[src/rtl/spm_serial_mult.sv]
// spm_serial_mult -- parametrised serial-parallel multiplier.
//
// A WIDTH-bit multiplicand x is held in parallel. The multiplier y is shifted
// in LSB-first through a carry-save chain with one cell per x bit. The
// 2*WIDTH-bit product appears serially on p_bit, LSB first, and is also
// collected into a parallel product register.
//
// Ports:
//   clk         rising-edge clock for all state
//   rst         synchronous, active-low reset
//   start       request a multiply; taken only while ready=1
//   signed_mode 1 = two's-complement operands, 0 = unsigned (sampled with start)
//   x           parallel multiplicand (sampled with start)
//   y           multiplier (sampled with start, then consumed LSB-first)
//   ready       block can accept start (IDLE or DONE)
//   p_valid     p_bit carries a product bit this cycle
//   p_bit       serial product bit, LSB first
//   done        one-cycle pulse when the product is complete
//   product     full product, held from done until the next accepted start

// One carry-save cell: a plain full adder. The carry stays in the cell's own
// flop and the sum moves one cell towards the LSB each cycle.
module spm_csa_cell (
  input  logic a,
  input  logic b,
  input  logic cin,
  output logic s,
  output logic co
);
  assign s  = a ^ b ^ cin;
  assign co = (a & b) | (a & cin) | (b & cin);
endmodule

module spm_serial_mult #(
  parameter int WIDTH = 8,
  parameter int CNT_W = $clog2(2*WIDTH+1)
) (
  input  logic               clk,
  input  logic               rst,
  input  logic               start,
  input  logic               signed_mode,
  input  logic [WIDTH-1:0]   x,
  input  logic [WIDTH-1:0]   y,
  output logic               ready,
  output logic               p_valid,
  output logic               p_bit,
  output logic               done,
  output logic [2*WIDTH-1:0] product
);

  localparam logic [1:0] ST_IDLE = 2'd0;
  localparam logic [1:0] ST_RUN  = 2'd1;
  localparam logic [1:0] ST_DONE = 2'd2;

  // Last serial step: cycle T0+2*WIDTH carries product bit 2*WIDTH-1.
  localparam logic [CNT_W-1:0] LAST = CNT_W'(2*WIDTH-1);

  logic [1:0]         state_q;
  logic [CNT_W-1:0]   cnt_q;
  logic [WIDTH-1:0]   x_q;
  logic [WIDTH-1:0]   y_sr_q;
  logic               smode_q;
  logic [WIDTH-1:1]   sum_q;     // sum of cell i, consumed by cell i-1
  logic [WIDTH-1:0]   carry_q;   // carry of cell i, consumed by cell i
  logic [2*WIDTH-1:0] product_q;

  logic               running;
  logic               ybit;
  logic [WIDTH-1:0]   cell_a;
  logic [WIDTH-1:0]   cell_b;
  logic [WIDTH-1:0]   cell_s;
  logic [WIDTH-1:0]   cell_co;

  assign running = (state_q == ST_RUN);
  assign ybit    = y_sr_q[0];

  // Partial-product bits for this cycle's multiplier bit.
  assign cell_a = x_q & {WIDTH{ybit}};

  // Sum input of every cell comes from the cell above. For the MSB cell in
  // signed mode, the infinite run of sign-extended columns above it all hold
  // the same state as the MSB cell itself (same sign-extended addend bit,
  // same sum, same carry), so the column feeding it is folded onto its own
  // registered sum. Unsigned mode has nothing above the MSB cell.
  assign cell_b = {smode_q & sum_q[WIDTH-1], sum_q[WIDTH-1:1]};

  for (genvar i = 0; i < WIDTH; i++) begin : g_cell
    spm_csa_cell u_cell (
      .a   (cell_a[i]),
      .b   (cell_b[i]),
      .cin (carry_q[i]),
      .s   (cell_s[i]),
      .co  (cell_co[i])
    );
  end

  always_ff @(posedge clk) begin
    if (!rst) begin
      state_q   <= ST_IDLE;
      cnt_q     <= '0;
      x_q       <= '0;
      y_sr_q    <= '0;
      smode_q   <= 1'b0;
      sum_q     <= '0;
      carry_q   <= '0;
      product_q <= '0;
    end else begin
      case (state_q)
        ST_IDLE, ST_DONE: begin
          if (start) begin
            state_q   <= ST_RUN;
            x_q       <= x;
            y_sr_q    <= y;
            smode_q   <= signed_mode;
            sum_q     <= '0;
            carry_q   <= '0;
            cnt_q     <= '0;
            product_q <= '0;
          end else begin
            state_q   <= ST_IDLE;
            cnt_q     <= '0;
          end
        end

        ST_RUN: begin
          sum_q   <= cell_s[WIDTH-1:1];
          carry_q <= cell_co;
          // Arithmetic shift in signed mode keeps feeding y[WIDTH-1] once the
          // original bits are used up; unsigned mode feeds zeros.
          y_sr_q  <= {smode_q & y_sr_q[WIDTH-1], y_sr_q[WIDTH-1:1]};

          for (int unsigned k = 0; k < 2*WIDTH; k++) begin
            if (cnt_q == CNT_W'(k)) begin
              product_q[k] <= cell_s[0];
            end
          end

          if (cnt_q == LAST) begin
            cnt_q   <= '0;
            state_q <= ST_DONE;
          end else begin
            cnt_q   <= cnt_q + CNT_W'(1);
          end
        end

        default: begin
          state_q <= ST_IDLE;
          cnt_q   <= '0;
        end
      endcase
    end
  end

  assign ready   = !running;
  assign p_valid = running;
  assign p_bit   = running & cell_s[0];
  assign done    = (state_q == ST_DONE);
  assign product = product_q;

endmodule

[config.mk]
export PLATFORM = sky130hd
export DESIGN_NAME = spm_serial_mult
export DESIGN_NICKNAME = d
export VERILOG_FILES = /design/src/rtl/spm_serial_mult.sv
export SDC_FILE = /design/constraint.sdc
export NUM_CORES = 1
export LEC_CHECK = 0
export CAP_MARGIN = 20
export CELL_PAD_IN_SITES_DETAIL_PLACEMENT = 0
export CELL_PAD_IN_SITES_GLOBAL_PLACEMENT = 1
export CORE_MARGIN = 3
export CORE_UTILIZATION = 43
export DETAILED_ROUTE_END_ITERATION = 7
export HOLD_SLACK_MARGIN = 0.05
export PLACE_DENSITY_LB_ADDON = 0.05
export RECOVER_POWER = 25
export SETUP_SLACK_MARGIN = 0.15
export SKIP_CTS_REPAIR_TIMING = 1
export SYNTH_ARGS = -nofsm -noshare
export SYNTH_HDL_FRONTEND = slang
export SYNTH_HIERARCHICAL = 1
export SYNTH_SLANG_ARGS = --single-unit
export TNS_END_PERCENT = 5
[constraint.sdc]
create_clock -name clk -period 4.6 [get_ports clk]
set_clock_uncertainty 0.05 [all_clocks]
set_input_delay 0.92 -clock clk [delete_from_list [all_inputs] [get_ports clk]]
set_output_delay 0.92 -clock clk [all_outputs]
set_load 0.01 [all_outputs]
[Word-level counts from Yosys, hierarchy flattened]
Index checks and enable logic that the tools add are counted.
Cells by class
  $add $sub $neg: 1
  multipliers: 0
  div/mod/pow operators: 0
  $lt $le $gt $ge: 0
  equal/unequal tests: 34
  shifts and indexed selects: 0
  multiplexer cells: 27
  bitwise operators: 62
  reduce and logical (&&, ||, !) cells: 24
Operator list (number)
  $reduce_and 3->1: 16
  $eq 5x4->1 const B: 8
  $ne 2x1->1 const B: 16
  $pmux 16 s2: 1
  $pmux 8 s2: 2
  $and 1x1->1: 27
  $eq 5x3->1 const B: 4
  $mux 1: 17
  $mux 16: 1
  $mux 8: 2
  $or 1x1->1: 16
  $xor 1x1->1: 16
  $pmux 7 s2: 1
  $eq 5x2->1 const B: 2
  $and 8x8->8: 1
  $mux 7: 1
  $add 5x1->5 const B: 1
  $eq 5x1->1 const B: 1
  $logic_not 5->1: 1
  $pmux 2 s2: 1
  $reduce_and 2->1: 2
  $reduce_or 3->1: 1
  $eq 2x1->1 const B: 1
  $eq 2x2->1 const B: 1
  other kinds (7): 8
Storage, ports and cells
  register bits after elaboration: 55
  latch bits: 0
  memory bits (writable): 0
  bits in read-only memories: 0
  bits of input ports: 20
  output and inout bits: 20
  word-level logic and storage cells: 171
  memories: 0

[Depth between registers and ports, before layout]
  depth in word-level cells: 5
  gate-level depth with buffers: 6
  depth with buffers taken out: 5

[By module]
The synthesis kept the hierarchy.
Modules (own cells, without submodules)
  spm_serial_mult: times used 1, cells each 246, area each 2272.2 µm², sequential area each 1101.1 µm²
  spm_csa_cell: times used 8, cells each 1, area each 20.0 µm², sequential area each 0.0 µm²

[Least setup slack after synthesis]
Ideal clock, no wire load.
  path type: reg2out
  start: reg y_sr_q[0]
  end: out p_bit
  arrival time: 1257 ps
  data required time: 3630 ps
  setup slack: 2373 ps
  stages on the path, launching flop included: 4
  path buffers: 0
  cell sequence: dfxtp_1 > and2_1 > fa_1 > and2_1
On the way
  longest elaborated chain between the ends: 4
RTL lines
  from (decl): line 61  | logic [WIDTH-1:0] y_sr_q;
  from (signal assigned): line 113  | y_sr_q <= y;
  from (signal assigned): line 130  | y_sr_q <= {smode_q & y_sr_q[WIDTH-1], y_sr_q[WIDTH-1:1]};
  $and 8x8->8: line 78  | assign cell_a = x_q & {WIDTH{ybit}};
  via cell_a[0]: line 69  | logic [WIDTH-1:0] cell_a;
  $xor 1x1->1 (2 in series): line 30  | assign s = a ^ b ^ cin;
  via cell_s[0]: line 71  | logic [WIDTH-1:0] cell_s;
  $and 1x1->1: line 156  | assign p_bit = running & cell_s[0];
  to (decl): line 46  | output logic p_bit,
The timed path passes the listed nets, and every way through them passes these cells.

[Final worst setup path]
Ends and elaborated chain as after synthesis.

==> results.json <==
{
  "cp-end-kind": "primary output",
  "synth_top_family_by_area": "simple AND/OR/NAND/NOR gates",
  "outcome": "finished, violations left",
  "die_area_sq_um": 6595,
  "finalSetupViolCount": 0,
  "synth_cell_types": 36,
  "h-tree-depth": 2,
  "cap_violations": 1,
  "ir_worst_vdd_v": 0.0001647,
  "seq_power_share_pct": 54.7,
  "cts_tree": "built",
  "p_sw_mw": 0.2119,
  "drive_above_1_share_pct": 5.594,
  "regArea_sq_um": 1101,
  "critPathArrivalTime_ps": 2270,
  "grt_use_total_pct": 16.84,
  "synthAdderAreaFrac_pct": 9.671,
  "fill_cells": 510,
  "gp_congestion": 0.7379,
  "port-buffer-count": 39,
  "swShare_pct": 23.23,
  "place_hpwl_microns": 3467,
  "core_sq_um": 5303,
  "grt_pass1_wl_microns": 8562,
  "avgViaCountPerCell": 5.258,
  "drt_iter0_drc": 91,
  "synth_fp_nets": 288,
  "crit_type": "flip-flop to primary output",
  "synth_compound_area_share_pct": 11.78,
  "tns_ps": 0,
  "dr.pass1.iters": 4,
  "intPower_mw": 0.7002,
  "hold_path_class": "flip-flop to flip-flop",
  "ys_seq_area_share_pct": 45.27,
  "ys_seq_elements": 55,
  "initial_core_util_pct": 45.87,
  "clock_sinks": 55,
  "clock-root-buffer": "clkbuf_8",
  "drc_errors": 0,
  "die_height_microns": 81.21,
  "ios": 40,
  "p_leak_nw": 1.185,
  "cts_buffers": 5,
  "grt_max_degree": 35,
  "area_growth_pct": 21.35,
  "fmax_ghz": 0.3087,
  "final_antenna_net_count": 0,
  "rsz0062_at_grt": "false",
  "drt-wirelength-per-cell_microns": 14.01,
  "clock_latency_ps": 300,
  "num_rows": 26,
  "synth.area.mux_share_pct": 5.761,
  "grt.overflow.total": 0,
  "multiInputGateArea_sq_um": 1214,
  "ff2ff_setup_slack_ps": 2330,
  "post-route-min-period_ps": 3240,
  "violations": "capacitance limit, slew limit",
  "final_area_sq_um": 2952,
  "synth_xor_area_share_pct": 0.7202,
  "ys_warn_count": 6,
  "relSlewSlack_pct": -0.8476,
  "drv_slew": 35,
  "clockBufferDepth": 2,
  "wl_microns": 4989,
  "cp-start-kind": "flip-flop",
  "dpl_cell_area_sq_um": 2841,
  "finalCritPeriodShare_pct": 70.43,
  "clkPwrFrac_pct": 36.3,
  "clkTransAtPathRegs_ps": 100,
  "hold_viol_final": 0,
  "n_antenna_cell": 0,
  "utilization_pct": 55.66,
  "synthSimpleGateAreaFrac_pct": 21.97,
  "vias": 1872,
  "crit_fanout": 9,
  "nNetsFinal": 319,
  "synth_area_per_cell_sq_um": 9.576,
  "die_w_microns": 81.21,
  "synthesis.area_sq_um": 2432,
  "tightestPinTransition_ps": 1513,
  "hold_ws_ps": 406.3,
  "antenna_found_initial": 0,
  "powerDensity_nw_per_um2": 309.0,
  "grt_pass1_vias": 1792,
  "required_ps": 3630,
  "p_comb_share_pct": 9.0,
  "syn_inst": 254
}
==> Yosys cell counts <==
cell | count | area, sq um
a21oi_1 | 10 | 50.05
a22o_1 | 15 | 131.4
a31oi_1 | 9 | 56.30
a32oi_1 | 1 | 8.760
and2_1 | 12 | 75.07
and3_1 | 1 | 6.260
and3b_1 | 1 | 8.760
and4bb_2 | 2 | 25.02
buf_1 | 1 | 3.750
buf_2 | 13 | 65.06
buf_4 | 1 | 7.510
buf_6 | 1 | 11.26
clkbuf_1 | 3 | 11.26
clkinv_1 | 1 | 3.750
dfxtp_1 | 55 | 1101
fa_1 | 8 | 160.2
ha_1 | 6 | 75.07
inv_1 | 3 | 11.26
inv_2 | 1 | 3.750
mux2i_1 | 14 | 140.1
nand2_1 | 41 | 153.9
nand2b_1 | 1 | 6.260
nand2b_2 | 1 | 8.760
nand3_1 | 27 | 135.1
nand3b_1 | 2 | 15.01
nand4_1 | 1 | 6.260
nor2_1 | 1 | 3.750
nor2b_1 | 4 | 25.02
nor3_1 | 4 | 20.02
nor3_4 | 1 | 16.27
nor3b_1 | 1 | 7.510
nor3b_2 | 1 | 12.51
nor4b_1 | 1 | 8.760
o21ai_0 | 8 | 40.04
xnor2_1 | 1 | 8.760
xor2_1 | 1 | 8.760
==> critical path, stage by stage (launching register included) <==
cell and delay, ps:
dfxtp_1 400, and2_1 190, fa_1 660, and2_1 170, clkdlybuf4s50_1 540
==> cells in the final DEF (no fill, tap or decap), types with 9 or more instances in the layout <==
| master | instances |
|---|---|
| a21oi_1 | 10 |
| mux2i_1 | 14 |
| and2_1 | 12 |
| nand3_1 | 27 |
| a22o_1 | 15 |
| a31oi_1 | 9 |
| dfxtp_1 | 55 |
| nand2_1 | 41 |
| clkdlybuf4s50_1 | 38 |
==> per-layer routing <==
metal | vias up | global-route usage [%] | part of all wire [%]
li1 | 939 | - | -
met1 | 896 | 23.10 | 51
met2 | 33 | 26.35 | 45
met3 | 4 | 3.215 | 3.4
met4 | 0 | 6.081 | 1.1
met5 | - | 0 | 0
==> worst paths after layout <==
path,start,end,cells after the start
worst max-delay path,y_sr_q[0],p_bit,4
worst max register to register,state_q[0],state_q[0],4
worst min register to register,x_q[1],x_q[1],2
worst min-delay path,x_q[1],x_q[1],2
==> registers in the layout (all words and copies together), names as in the netlist <==
| signal | cells |
|---|---|
| carry_q | 8 |
| cnt_q | 5 |
| product | 16 |
| smode_q | 1 |
| state_q | 2 |
| sum_q | 7 |
| x_q | 8 |
| y_sr_q | 8 |
==> per-stage QoR <==
stage               setup WS [ps]  cells  power (mW)
detailed placement           1340    348      0.5943
global placement             1455    348      0.5935
CTS                          1330    356      0.9257
global route                 1244    356      0.9533
floorplan                    2373    254      0.5613
finish                       1360    356      0.9121
==> power by group through the flow <==
stage / logic (mW) / clock network, mW / registers, mW
3_3_place_gp: 0.0835 / 0 / 0.510
6_report: 0.0818 / 0.331 / 0.499
3_5_place_dp: 0.0841 / 0 / 0.510
5_1_grt: 0.0929 / 0.359 / 0.501
4_1_cts: 0.0843 / 0.342 / 0.499
2_1_floorplan: 0.0545 / 0 / 0.507
==> layout make-up <==
cell class | instances | share of cell area, %
multi-input cells | 175 | 41.12
well taps | 70 | 2.967
repair buffers | 43 | 13.99
flip-flops and latches | 55 | 37.30
clock inverters | 2 | 1.187
inverters | 5 | 0.6359
clock buffers | 6 | 2.798
==> logic make-up after synthesis <==
group,after synthesis
adders and majority gates,14
DFF,55
buffers and inverters,24
and+or+nand+nor,102
xor gates and xnor gates,2
muxes,14
AOI/OAI and AO/OA,43
No activity file was read; power rests on OpenSTA's default activity.
